`src/rtl/expr_pipe_eval_if.sv`:
```
// Handshake bundle for expr_pipe_eval: operand beat in, result beat out.
// The slave modport is the evaluator; the master modport is the producer/consumer side.
interface expr_pipe_eval_if #(
    parameter int W = 8
);
    logic         in_valid;
    logic         in_ready;
    logic [2:0]   in_op;
    logic [W-1:0] in_a;
    logic [W-1:0] in_b;
    logic         out_valid;
    logic         out_ready;
    logic [W-1:0] out_res;
    logic [2:0]   out_flags;

    modport master (
        output in_valid, in_op, in_a, in_b, out_ready,
        input  in_ready, out_valid, out_res, out_flags
    );

    modport slave (
        input  in_valid, in_op, in_a, in_b, out_ready,
        output in_ready, out_valid, out_res, out_flags
    );
endinterface

```
`src/rtl/expr_pipe_eval.sv`:
```
// expr_pipe_eval: pipelined 8-op ALU evaluator with valid/ready flow control.
// The result and flags {ovf, neg, zero} are computed in stage 0; the remaining
// PIPE-1 stages only carry the registered result toward the output.
// Optional build macro EXPR_PIPE_EVAL_SAT_EN: add/sub saturate to the signed
// range on overflow instead of wrapping.
module expr_pipe_eval #(
    parameter int W    = 8,
    parameter int PIPE = 2
) (
    input  logic             clk,
    input  logic             reset_n,
    expr_pipe_eval_if.slave  bus
);
    localparam logic [W-1:0] SMAX = {1'b0, {(W-1){1'b1}}};
    localparam logic [W-1:0] SMIN = {1'b1, {(W-1){1'b0}}};

    logic [PIPE-1:0] vld_q;
    logic [W-1:0]    res_q [PIPE];
    logic [2:0]      flg_q [PIPE];

    logic [W-1:0]    res_d;
    logic [2:0]      flg_d;
    logic [PIPE-1:0] ld;

    // Stage-0 datapath: operation result, overflow and derived flags.
    always_comb begin
        logic [W-1:0] a;
        logic [W-1:0] b;
        logic [W-1:0] sum;
        logic [W-1:0] dif;
        logic         ovf;
        a     = bus.in_a;
        b     = bus.in_b;
        sum   = a + b;
        dif   = a - b;
        ovf   = 1'b0;
        res_d = '0;
        case (bus.in_op)
            3'd0: begin
                res_d = sum;
                ovf   = (a[W-1] == b[W-1]) && (sum[W-1] != a[W-1]);
            end
            3'd1: begin
                res_d = dif;
                ovf   = (a[W-1] != b[W-1]) && (dif[W-1] != a[W-1]);
            end
            3'd2: res_d = ~(a ^ b);
            3'd3: begin
                if (32'(b) >= 32'(W)) res_d = {W{a[W-1]}};
                else                  res_d = $signed(a) >>> b;
            end
            3'd4: begin
                if (32'(b) >= 32'(W)) res_d = '0;
                else                  res_d = a << b;
            end
            3'd5: res_d[0] = a < b;
            3'd6: res_d[0] = $signed(a) < $signed(b);
            default: res_d[0] = ^{a, b};
        endcase
`ifdef EXPR_PIPE_EVAL_SAT_EN
        // On add/sub overflow the true result lies beyond the limit on A's side.
        if (ovf) res_d = a[W-1] ? SMIN : SMAX;
`else
`endif
        flg_d = {ovf, res_d[W-1], (res_d == '0)};
    end

    // Load enables: a stage may take new data when it, or any stage after it,
    // has a free slot, or the output is being consumed (collapses bubbles).
    always_comb begin
        logic room;
        room = bus.out_ready;
        ld   = '0;
        for (int unsigned k = 0; k < PIPE; k++) begin
            room             = room || !vld_q[PIPE-1-k];
            ld[PIPE-1-k]     = room;
        end
    end

    // Pipeline registers: stage 0 captures computed beats, later stages shift.
    always_ff @(posedge clk or negedge reset_n) begin
        if (!reset_n) begin
            vld_q <= '0;
            for (int unsigned i = 0; i < PIPE; i++) begin
                res_q[i] <= '0;
                flg_q[i] <= '0;
            end
        end else begin
            if (ld[0]) begin
                vld_q[0] <= bus.in_valid;
                if (bus.in_valid) begin
                    res_q[0] <= res_d;
                    flg_q[0] <= flg_d;
                end
            end
            for (int unsigned i = 1; i < PIPE; i++) begin
                if (ld[i]) begin
                    vld_q[i] <= vld_q[i-1];
                    if (vld_q[i-1]) begin
                        res_q[i] <= res_q[i-1];
                        flg_q[i] <= flg_q[i-1];
                    end
                end
            end
        end
    end

    assign bus.in_ready  = reset_n & ld[0];
    assign bus.out_valid = vld_q[PIPE-1];
    assign bus.out_res   = res_q[PIPE-1];
    assign bus.out_flags = flg_q[PIPE-1];
endmodule
```
`src/flat_wrapper.sv`:
```
// flat-port wrapper written by rule: the top's interface ports become plain ports
module expr_pipe_eval_flat 
#(
    parameter int W    = 8,
    parameter int PIPE = 2
)
  (clk, reset_n, bus_in_valid, bus_in_op, bus_in_a, bus_in_b, bus_out_ready, bus_in_ready, bus_out_valid, bus_out_res, bus_out_flags);
  expr_pipe_eval_if #(.W(W)) bus_i ();
  input  logic clk;
  input  logic reset_n;
  input wire logic [$bits(bus_i.in_valid)-1:0] bus_in_valid;
  input wire logic [$bits(bus_i.in_op)-1:0] bus_in_op;
  input wire logic [$bits(bus_i.in_a)-1:0] bus_in_a;
  input wire logic [$bits(bus_i.in_b)-1:0] bus_in_b;
  input wire logic [$bits(bus_i.out_ready)-1:0] bus_out_ready;
  output wire logic [$bits(bus_i.in_ready)-1:0] bus_in_ready;
  output wire logic [$bits(bus_i.out_valid)-1:0] bus_out_valid;
  output wire logic [$bits(bus_i.out_res)-1:0] bus_out_res;
  output wire logic [$bits(bus_i.out_flags)-1:0] bus_out_flags;
  assign bus_i.in_valid = bus_in_valid;
  assign bus_i.in_op = bus_in_op;
  assign bus_i.in_a = bus_in_a;
  assign bus_i.in_b = bus_in_b;
  assign bus_i.out_ready = bus_out_ready;
  assign bus_in_ready = bus_i.in_ready;
  assign bus_out_valid = bus_i.out_valid;
  assign bus_out_res = bus_i.out_res;
  assign bus_out_flags = bus_i.out_flags;
  expr_pipe_eval #(.W(W), .PIPE(PIPE)) u_core (.clk(clk), .reset_n(reset_n), .bus(bus_i));
endmodule
```
`config.mk`:
```
export PLATFORM = sky130hd
export DESIGN_NAME = expr_pipe_eval_flat
export DESIGN_NICKNAME = d
export VERILOG_FILES = /design/src/rtl/expr_pipe_eval_if.sv /design/src/rtl/expr_pipe_eval.sv /design/src/flat_wrapper.sv
export SDC_FILE = /design/constraint.sdc
export NUM_CORES = 1
export LEC_CHECK = 0
export ABC_AREA = 1
export CAP_MARGIN = 15
export CORE_MARGIN = 3
export CORE_UTILIZATION = 45
export CTS_BUF_LIST = sky130_fd_sc_hd__clkbuf_4 sky130_fd_sc_hd__clkbuf_8 sky130_fd_sc_hd__clkbuf_16
export CTS_CLUSTER_SIZE = 20
export DETAILED_ROUTE_END_ITERATION = 8
export PLACE_DENSITY_LB_ADDON = 0.15
export SLEW_MARGIN = 5
export SYNTH_ARGS = -nofsm -noshare
export SYNTH_HDL_FRONTEND = slang
export SYNTH_SLANG_ARGS = --single-unit
export TNS_END_PERCENT = 1
```
`constraint.sdc`:
```
create_clock -name clk -period 1.5 [get_ports clk]
set_input_delay 0.3 -clock clk [delete_from_list [all_inputs] [get_ports clk]]
set_output_delay 0.3 -clock clk [all_outputs]
set_load 0.02 [all_outputs]
```
==> results of run 1 <==
power by group through the flow:
| stage | sequential (mW) | clock, mW | combinational [mW] |
|---|---|---|---|
| after floorplan | 0.781 | 0 | 0.884 |
| after global placement | 0.786 | 0 | 1.41 |
| after detailed placement | 0.791 | 0 | 1.43 |
| after CTS | 0.776 | 0.435 | 1.56 |
| after global routing | 0.797 | 0.477 | 1.76 |
| final | 0.776 | 0.432 | 1.63 |
logic make-up (layout without fill, tap and decap cells):
kind of cell             after synthesis  count (layout)  share of synthesized area [%]
AO/OA/AOI/OAI                         62              62                          12.55
XOR/XNOR                              12              12                          3.804
adder cells (fa/ha/maj)               23              23                          10.96
buffers and inverters                 80             197                          13.04
flip-flops                            22              22                          19.93
multiplexers                           5               5                          2.038
AND/OR/NAND/NOR                      234             235                          37.68
per-layer routing:
metal / track usage, % / vias up
li1: - / 1655
met1: 36.17 / 1516
met2: 44.76 / 123
met3: 5.005 / 17
met4: 5.755 / 0
met5: 0 / -
layout make-up:
type,count,area [um^2]
multi-input combinational,337,2280
clock buffer,4,55.05
timing repair buffer,135,1112
fill,430,1381
sequential,22,550.5
inverter,58,240.2
tap,72,90.09
worst paths after layout:
kind / endpoint / slack [ns] / cells after the start
setup / recovery: u_core.res_q[12] / -0.36 / 16
hold reg to reg: u_core.flg_q[4] / 0.49 / 2
min in group clk: u_core.flg_q[4] / 0.49 / 2
setup reg to reg: u_core.bus.out_res[4] / 0.20 / 5
hold / removal: u_core.bus.out_flags[0] / 0.45 / 2
max in group asynchronous: u_core.bus.out_res[4] / 0.82 / 2
synthesized netlist by cell type (5+ instances only):
master,n
a21oi_1,18
nor2_1,31
mux2_2,5
nand3_1,57
ha_1,21
inv_1,48
nand4_1,8
o21ai_1,7
dfrtp_1,22
inv_2,7
xnor2_1,8
buf_4,14
nand2_1,124
o21ai_0,24
registers in the layout, summed over array words and instances, names as in the netlist:
signal / flops
u_core.vld_q: 2
u_core.bus.out_flags: 3
u_core.res_q: 7
u_core.bus.out_res: 7
u_core.flg_q: 3
through the flow:
step / setup TNS [ns] / std cells / setup slack [ns] / util [%] / instance area (um^2)
floorplan: -1.831 / 438 / -0.3142 / - / 2829
CTS: -2.003 / 626 / -0.2675 / 74.34 / 4244
detailed placement: -11.01 / 606 / -1.146 / 65.37 / 3732
finish: -2.668 / 628 / -0.3555 / 75.81 / 4328
global placement: -10.27 / 606 / -1.094 / 65.37 / 3732
global route: -3.686 / 628 / -0.4783 / 75.81 / 4328
critical path, delay by kind of cell:
family,cells,cell delay (ns)
and+or+nand+nor,7,0.55
adders and majority gates,1,0.11
buffers and inverters,6,0.74
AOI/OAI and AO/OA,2,0.34
timing repair:
action	CTS	global route
endpoints found under the setup margin	23	10
pin swaps	49	10
gates cloned	1	0
resized for setup	166	16
buffers inserted	15	3
==> qor.yml, run 1 <==
timing:
  fin_hold_ws_ns: 0.4506
  fin_crit_sh_pct: 123.7
  fmax_ghz: 0.5389
  rsz0062_at_grt: "yes"
  final-hold-violation-count: 0
  max_slew_margin_pct: 79.85
  setup_slack_ns: -0.3555
  worstMarginPinSlew_ns: 0.3016
  fin_skew_ns: 0.003091
  drv_slew: 0
  fin_crit_ns: 1.855
  setup_viol: 10
critical_path:
  cp-end-kind: "flop"
  cp_data_arrival_time_ns: 2.05
  critPathLaunchType: "primary input"
  critPathMaxFanout: 6
  required_ns: 1.70
  worstPathCellList: "clkdlybuf4s15_2, inv_2, buf_6, ha_4, a21boi_4, nand2_8, nor2_8, buf_12, nand3_2, nand2_1, nand2_1, nand3_1, nor2_2, buf_4, buf_4, a21oi_2"
  cpMaxStageDelayCell: "a21boi_4"
  critPathKind: "in2reg"
  r2r-start: "u_core.vld_q[1]"
  startpoint: "bus_in_b[7]"
  cp_slowest_stage_delay_ns: 0.23
layout:
  syn_to_final_growth_pct: 56.66
  antenna_cells: 0
  layout-drive-gt1-share_pct: 39.93
  layout_commonest_cell: "nand2_1"
  finalNetCount: 603
  mostFrequentLayoutCells: "nand2_1, buf_4, nand3_1"
pwr:
  total_power_mw: 2.835
  ir_drop_v: 0.0005248
  p_seq_share_pct: 27.4
  internal_power_mw: 1.688
  power_frac_comb_pct: 57.4
  switching_share_pct: 40.47
  clkPwrFrac_pct: 15.3
  p_leak_nw: 2.177
  p_sw_mw: 1.147
  power.density_nw_per_um2: 655.0
logic_synthesis:
  seq_area_frac_synth_pct: 19.93
  syn-num-nets: 484
  ys.flop_type: "dfrtp_1"
  synth_cell_types: 39
  syn_area_um2: 2763
  synthTopCellsByArea: "dfrtp_1, nand2_1, nand3_1"
  yosysWarnings: 0
  synth_cells: 438
  syn_avg_cell_area_um2: 6.307
  synth-seq-cells: 22
  yosysTopAreaCell: "dfrtp_1"
  synth_enable_flop_cells: 0
  async_reset_ff_share_pct: 100.0
  synth_top_area_share_pct: 19.93
die:
  io-pin-count: 36
  die_y_um: 84.36
  die_w_um: 84.36
  core_area_um2: 5709
  dieArea_um2: 7116
  start_util_pct: 48.39
  rows: 27
route:
  dr.max_layer_used: "met4"
  ant_nets: 0
  wl_met3_um: 661
  drt_iter0_markers: 190
  drt_wl_total_um: 9528
  vias: 3311
  route.met2.wl_um: 4568
  avgRoutedWirePerCell_um: 15.17
  wl_met1_um: 4185
  via_per_inst: 5.272
  drcViolationCount: 0
  first_pass_iters: 6
placed_design:
  gp_congestion: 0.9917
  hpwl_um: 7084
  numPortBuffers: 35
cts:
  ctsHtreeMaxLevel: 1
  cts_hold_buf: 0
  cts-buffers-inserted: 3
  clockBufferDepth: 2
  cts_root_buffer: "clkbuf_8"
  clk_pin_slew_worst_paths_ns: 0.08
  cts_tree: "yes"
  clock-sinks: 22
  clock_latency_ns: 0.27
outcome:
  status: "finished with violations"
  violations: "negative setup slack"
worst_hold_path:
  hold_path_class: "in2async"
global_routing:
  grt_max_degree: 23
  grt_pass1_wl_um: 15500
  antenna_found_initial: 0
  overflow: 0
  grt_pass1_vias: 3200
  track_usage_pct: 26.80
job:
  maxCapViolations: 0
(Power assumes the default switching activity.)
==> inputs of run 2 (changes only) <==
==> constraint.sdc (replaced) <==
create_clock -name clk -period 1.6 [get_ports clk]
set_input_delay 0.32 -clock clk [delete_from_list [all_inputs] [get_ports clk]]
set_output_delay 0.32 -clock clk [all_outputs]
set_load 0.02 [all_outputs]
==> run 2 against run 1 <==
Net effect:
- the run still ends with negative setup slack left
- sequential power is 6.4% lower
- non-clock buffer count is 3 higher
- clock-buffer cell count stayed put
==> qor.yml, run 2 (synthesis gave the netlist of run 1 again) <==
outcome:
  status: "finished with violations"
  violations: "negative setup slack"
cts:
  clock_latency_ns: 0.26
  clock-sinks: 22
  cts_tree: "yes"
  clk_pin_slew_worst_paths_ns: 0.08
  cts-buffers-inserted: 3
  ctsHtreeMaxLevel: 1
  cts_hold_buf: 0
  cts_root_buffer: "clkbuf_8"
  clockBufferDepth: 2
global_routing:
  grt_pass1_wl_um: 15800
  antenna_found_initial: 0
  grt_pass1_vias: 3321
  grt_max_degree: 23
  track_usage_pct: 27.35
  overflow: 0
pwr:
  p_leak_nw: 2.215
  power.density_nw_per_um2: 626.3
  ir_drop_v: 0.0005250
route:
  drcViolationCount: 0
  avgRoutedWirePerCell_um: 15.83
  drt_iter0_markers: 313
  ant_nets: 0
  via_per_inst: 5.384
  drt_wl_total_um: 9974
  vias: 3392
  first_pass_iters: 6
critical_path:
  cp_data_arrival_time_ns: 2.11
  critPathKind: "in2reg"
  cp-end-kind: "flop"
  critPathMaxFanout: 3
  required_ns: 1.81
  ff2ff_setup_slack_ns: 0.30
  critPathLaunchType: "primary input"
timing:
  max_slew_margin_pct: 78.54
  fin_skew_ns: 0.003698
  final-hold-violation-count: 0
  drv_slew: 0
  fin_setup_tns_ns: -1.718
  rsz0062_at_grt: "yes"
  worstMarginPinSlew_ns: 0.3220
  fin_crit_ns: 1.900
  fin_crit_sh_pct: 118.8
  fmax_ghz: 0.5263
  setup_slack_ns: -0.3002
  setup_viol: 10
die:
  start_util_pct: 48.39
  die_w_um: 84.36
  rows: 27
  die_y_um: 84.36
  io-pin-count: 36
  dieArea_um2: 7116
  core_area_um2: 5709
placed_design:
  place_ws_ns: -1.045
  gp_congestion: 1.010
  numPortBuffers: 35
  hpwl_um: 7416
layout:
  finalNetCount: 605
  regArea_um2: 550.5
  mostFrequentLayoutCells: "nand2_1, buf_4, nand3_1"
  layout_commonest_cell: "nand2_1"
  antenna_cells: 0
  syn_to_final_growth_pct: 56.34
  num-fill-cells: 407
  multi_input_area_um2: 2248
  layout-drive-gt1-share_pct: 40.50
worst_hold_path:
  hold_path_class: "in2async"
job:
  maxCapViolations: 0
-- run 2: changes by cell type in the layout (fill, tap and decap cells not counted), sizes merged --
cell           change
clkdlybuf4s15      -5
clkdlybuf4s50      +7
buf                +7
nand2              -1
dlymetal6s2s       +4
dlygate4sd2       -10
-- run 2: layer usage --
metal	part of all wire (%)	up-vias	GRT usage [%]
met4	2.4	0	7.914
li1	-	1651	-
met5	0	-	0
met3	6.2	24	3.729
met1	44	1572	36.02
met2	48	145	46.77
-- run 2: where the power goes --
part	switching [mW]	internal, mW
Clock	0.175	0.219
Sequential	0.0539	0.672
Combinational	0.842	0.743
Total	1.07	1.63
-- run 2: per-stage QoR --
stage	hold slack, ns	instance area (um^2)	cells	power [mW]	utilization [%]
5_1_grt	0.4969	4319	630	2.890	75.65
4_1_cts	0.4837	4224	628	2.641	73.99
3_3_place_gp	0.4646	3770	611	2.069	66.03
6_report	0.4785	4319	630	2.705	75.65
3_5_place_dp	0.4745	3770	611	2.091	66.03
2_1_floorplan	0.02441	2829	438	1.560	-
-- run 2: repair_timing --
item | 4_1_cts | 5_1_grt
gates cloned | 0 | 0
pin swaps | 46 | 25
gates resized for setup | 156 | 27
setup buffers | 13 | 2
setup endpoints to repair | 11 | 15
-- run 2: worst paths after layout --
kind | depth (start not counted) | endpoint | from
max | 13 | u_core.flg_q[3] | bus_in_b[0]
min | 2 | u_core.bus.out_res[5] | reset_n
max reg2reg | 7 | u_core.res_q[12] | u_core.vld_q[1]
min reg2reg | 2 | u_core.res_q[8] | u_core.res_q[8]
max in group asynchronous | 2 | u_core.bus.out_res[6] | reset_n
min in group clk | 2 | u_core.res_q[8] | u_core.res_q[8]
-- run 2: area by class of cell --
class                           count  area share (%)
Clock buffer                        4           1.275
Timing Repair Buffer              138           26.33
Tap cell                           72           2.086
Multi-Input combinational cell    336           52.06
Sequential cell                    22           12.75
Inverter                           58           5.504
-- run 2: critical path: stages --
cell	delay [ns]
buf_8	0.11
ha_4	0.16
fa_2	0.43
buf_6	0.14
xor2_1	0.14
o211ai_1	0.16
a21oi_2	0.15
nand2_2	0.09
nor2_1	0.09
nand2_1	0.06
nor2_1	0.10
nand3_1	0.07
nand2_1	0.07
==> inputs of run 3 (changes only) <==
--- a/config.mk
+++ b/config.mk
@@ -5,7 +5,7 @@
 export SDC_FILE = /design/constraint.sdc
 export NUM_CORES = 1
 export LEC_CHECK = 0
-export ABC_AREA = 1
+export ABC_AREA = 0
 export CAP_MARGIN = 15
 export CORE_MARGIN = 3
 export CORE_UTILIZATION = 45
==> run 3 against run 2 <==
Net effect:
- the run still ends with negative setup slack left
- die area up 2.8%
- clock skew about the same
- fmax down 15%
- largest cell class unchanged
==> qor.yml, run 3 <==
critical_path:
  startpoint: "bus_in_b[0]"
  r2r_end: "u_core.flg_q[3]"
  worstPathCellList: "buf_8, buf_6, ha_4, fa_2, nand3b_1, a21boi_1, o31a_1, a221oi_2, o32ai_4, nand4_1, o31ai_2"
  critPathLaunchType: "primary input"
  required_ns: 1.77
  critPathMaxFanout: 3
  rr_worst_depth: 6
  ff2ff_setup_slack_ns: 0.04
  cp_top_family: "compound AO/OA/AOI/OAI gates"
  critPathKind: "in2reg"
  cp_data_arrival_time_ns: 2.41
  cp_slowest_stage_delay_ns: 0.35
  cp-end-kind: "flop"
  cpMaxStageDelayCell: "fa_2"
  worst-path-buf-inv: 2
  r2r-start: "u_core.vld_q[0]"
global_routing:
  grt-busiest-layer: "met2"
  track_usage_pct: 27.21
  met3_usage_pct: 2.017
  met1_usage_pct: 34.86
  grt_max_degree: 23
  grt_use_met2_pct: 47.81
  overflow: 0
  grt_pass1_vias: 3146
  grt_pass1_wl_um: 15920
  antenna_found_initial: 0
pwr:
  total_power_mw: 2.799
  p_leak_nw: 1.953
  power.density_nw_per_um2: 615.8
  ir_drop_v: 0.0008620
worst_hold_path:
  hold_path_class: "reg2reg"
  worstHoldEndpoint: "u_core.res_q[10]"
  hold_depth: 2
  hp-start: "u_core.res_q[10]"
logic_synthesis:
  yosys-top-cells-count: "nand2_1, dfrtp_1, ha_1, nor2_1, xnor2_1"
  synthTopCellsByArea: "dfrtp_1, ha_1, mux2_2"
  synth-seq-cells: 22
  synth_cell_types: 74
  synth_top_area_share_pct: 19.35
  synth_cells: 334
  synth_enable_flop_cells: 0
  synth.most_common_cell: "nand2_1"
  yosysTopAreaCell: "dfrtp_1"
  syn_area_um2: 2845
  seq_area_frac_synth_pct: 19.35
  yosysWarnings: 0
  async_reset_ff_share_pct: 100.0
  syn_avg_cell_area_um2: 8.519
  syn-num-nets: 380
  ys.flop_type: "dfrtp_1"
layout:
  mostFrequentLayoutCells: "buf_4, nand2_1, dfrtp_1"
  design_area_um2: 4546
  layout_commonest_cell: "buf_4"
  antenna_cells: 0
  final_util_pct: 75.44
  syn_to_final_growth_pct: 59.76
  finalNetCount: 507
  layout-drive-gt1-share_pct: 50.43
timing:
  setup_viol: 10
  fin_setup_tns_ns: -4.645
  worstMarginPinSlew_ns: 0.4399
  drv_slew: 0
  max_slew_margin_pct: 69.91
  setup_slack_ns: -0.6352
  final-hold-violation-count: 0
  rsz0062_at_grt: "yes"
  fmax_ghz: 0.4474
  fin_crit_sh_pct: 139.7
  fin_skew_ns: 0.003477
  fin_crit_ns: 2.235
outcome:
  status: "finished with violations"
  violations: "negative setup slack"
cts:
  clockBufferDepth: 2
  cts_hold_buf: 0
  clock-sinks: 22
  ctsHtreeMaxLevel: 1
  cts_tree: "yes"
  clock_latency_ns: 0.26
  clk_pin_slew_worst_paths_ns: 0.08
  cts-buffers-inserted: 3
  cts_root_buffer: "clkbuf_8"
placed_design:
  gp_congestion: 0.9601
  place_area_um2: 3955
  numPortBuffers: 35
  hpwl_um: 7576
  place_ws_ns: -1.409
route:
  avgRoutedWirePerCell_um: 18.39
  first_pass_iters: 5
  drcViolationCount: 0
  via_per_inst: 5.837
  drt_wl_total_um: 9836
  vias: 3123
  ant_nets: 0
  drt_iter0_markers: 178
die:
  core_area_um2: 6026
  rows: 28
  start_util_pct: 47.22
  die_y_um: 85.52
  dieArea_um2: 7313
  io-pin-count: 36
  die_w_um: 85.52
job:
  maxCapViolations: 0
run 3: cell types whose count changed in the layout (fill, tap and decap cells not counted), moves of 10 or more:
| cell | delta |
|---|---|
| xnor2_1 | +10 |
| nand3_2 | -10 |
| buf_4 | +13 |
| nand2_2 | -13 |
| inv_2 | -10 |
| o21ai_0 | -12 |
| mux2i_1 | +11 |
| inv_1 | -30 |
| nand2_1 | -85 |
| nand3_1 | -42 |
run 3: timing repair:
item,in CTS,in global routing
buffers inserted,19,0
setup endpoints to repair,11,13
pin swaps,34,8
cloned,0,0
gates resized for setup,135,15
run 3: final cells by class:
type,count,area (um^2)
clock inverters,1,30.03
inverters,13,58.81
clock buffers,3,41.29
repair buffers,154,1290
well taps,75,93.84
multi-input cells,267,2481
fillers,430,1480
flip-flops and latches,22,550.5
run 3: worst max-delay path by stage:
stage	to	slack [ns]	cells past startpoint
4_1_cts	u_core.flg_q[3]	-0.56	11
2_1_floorplan	u_core.flg_q[3]	-0.54	9
6_report	u_core.flg_q[3]	-0.64	11
5_1_grt	u_core.flg_q[3]	-0.76	11
3_3_place_gp	u_core.flg_q[3]	-1.46	11
3_5_place_dp	u_core.flg_q[3]	-1.41	10
run 3: through the flow:
step | std cells | hold slack (ns)
after detailed placement | 513 | 0.4615
after global routing | 535 | 0.5172
final | 535 | 0.4766
after floorplan | 334 | 0.02441
after CTS | 535 | 0.4800
after global placement | 513 | 0.4607
run 3: worst min-delay path, delay by kind of cell, from the launching register on:
family | cells | cell delay, ns
simple gates | 2 | 0.10
flops | 1 | 0.34
run 3: layer usage:
metal	share of wire, %	vias up	routed length, um
met4	3.1	0	307
met3	5.0	22	488
met1	43	1495	4193
met2	49	116	4846
li1	-	1490	-
met5	0	-	0
run 3: report_power, final:
part	total (mW)	internal (mW)	switching (mW)
Clock	0.503	0.334	0.169
Combinational	1.57	0.820	0.748
Sequential	0.729	0.668	0.0602
Total	2.80	1.82	0.977
run 3: cell families after synthesis:
group / after synthesis / synth area share, %
AOI/OAI and AO/OA: 89 / 23.92
xor gates and xnor gates: 17 / 5.233
adders and majority gates: 23 / 10.64
buffers and inverters: 45 / 8.179
DFF: 22 / 19.35
muxes: 27 / 11.35
and+or+nand+nor: 111 / 21.33
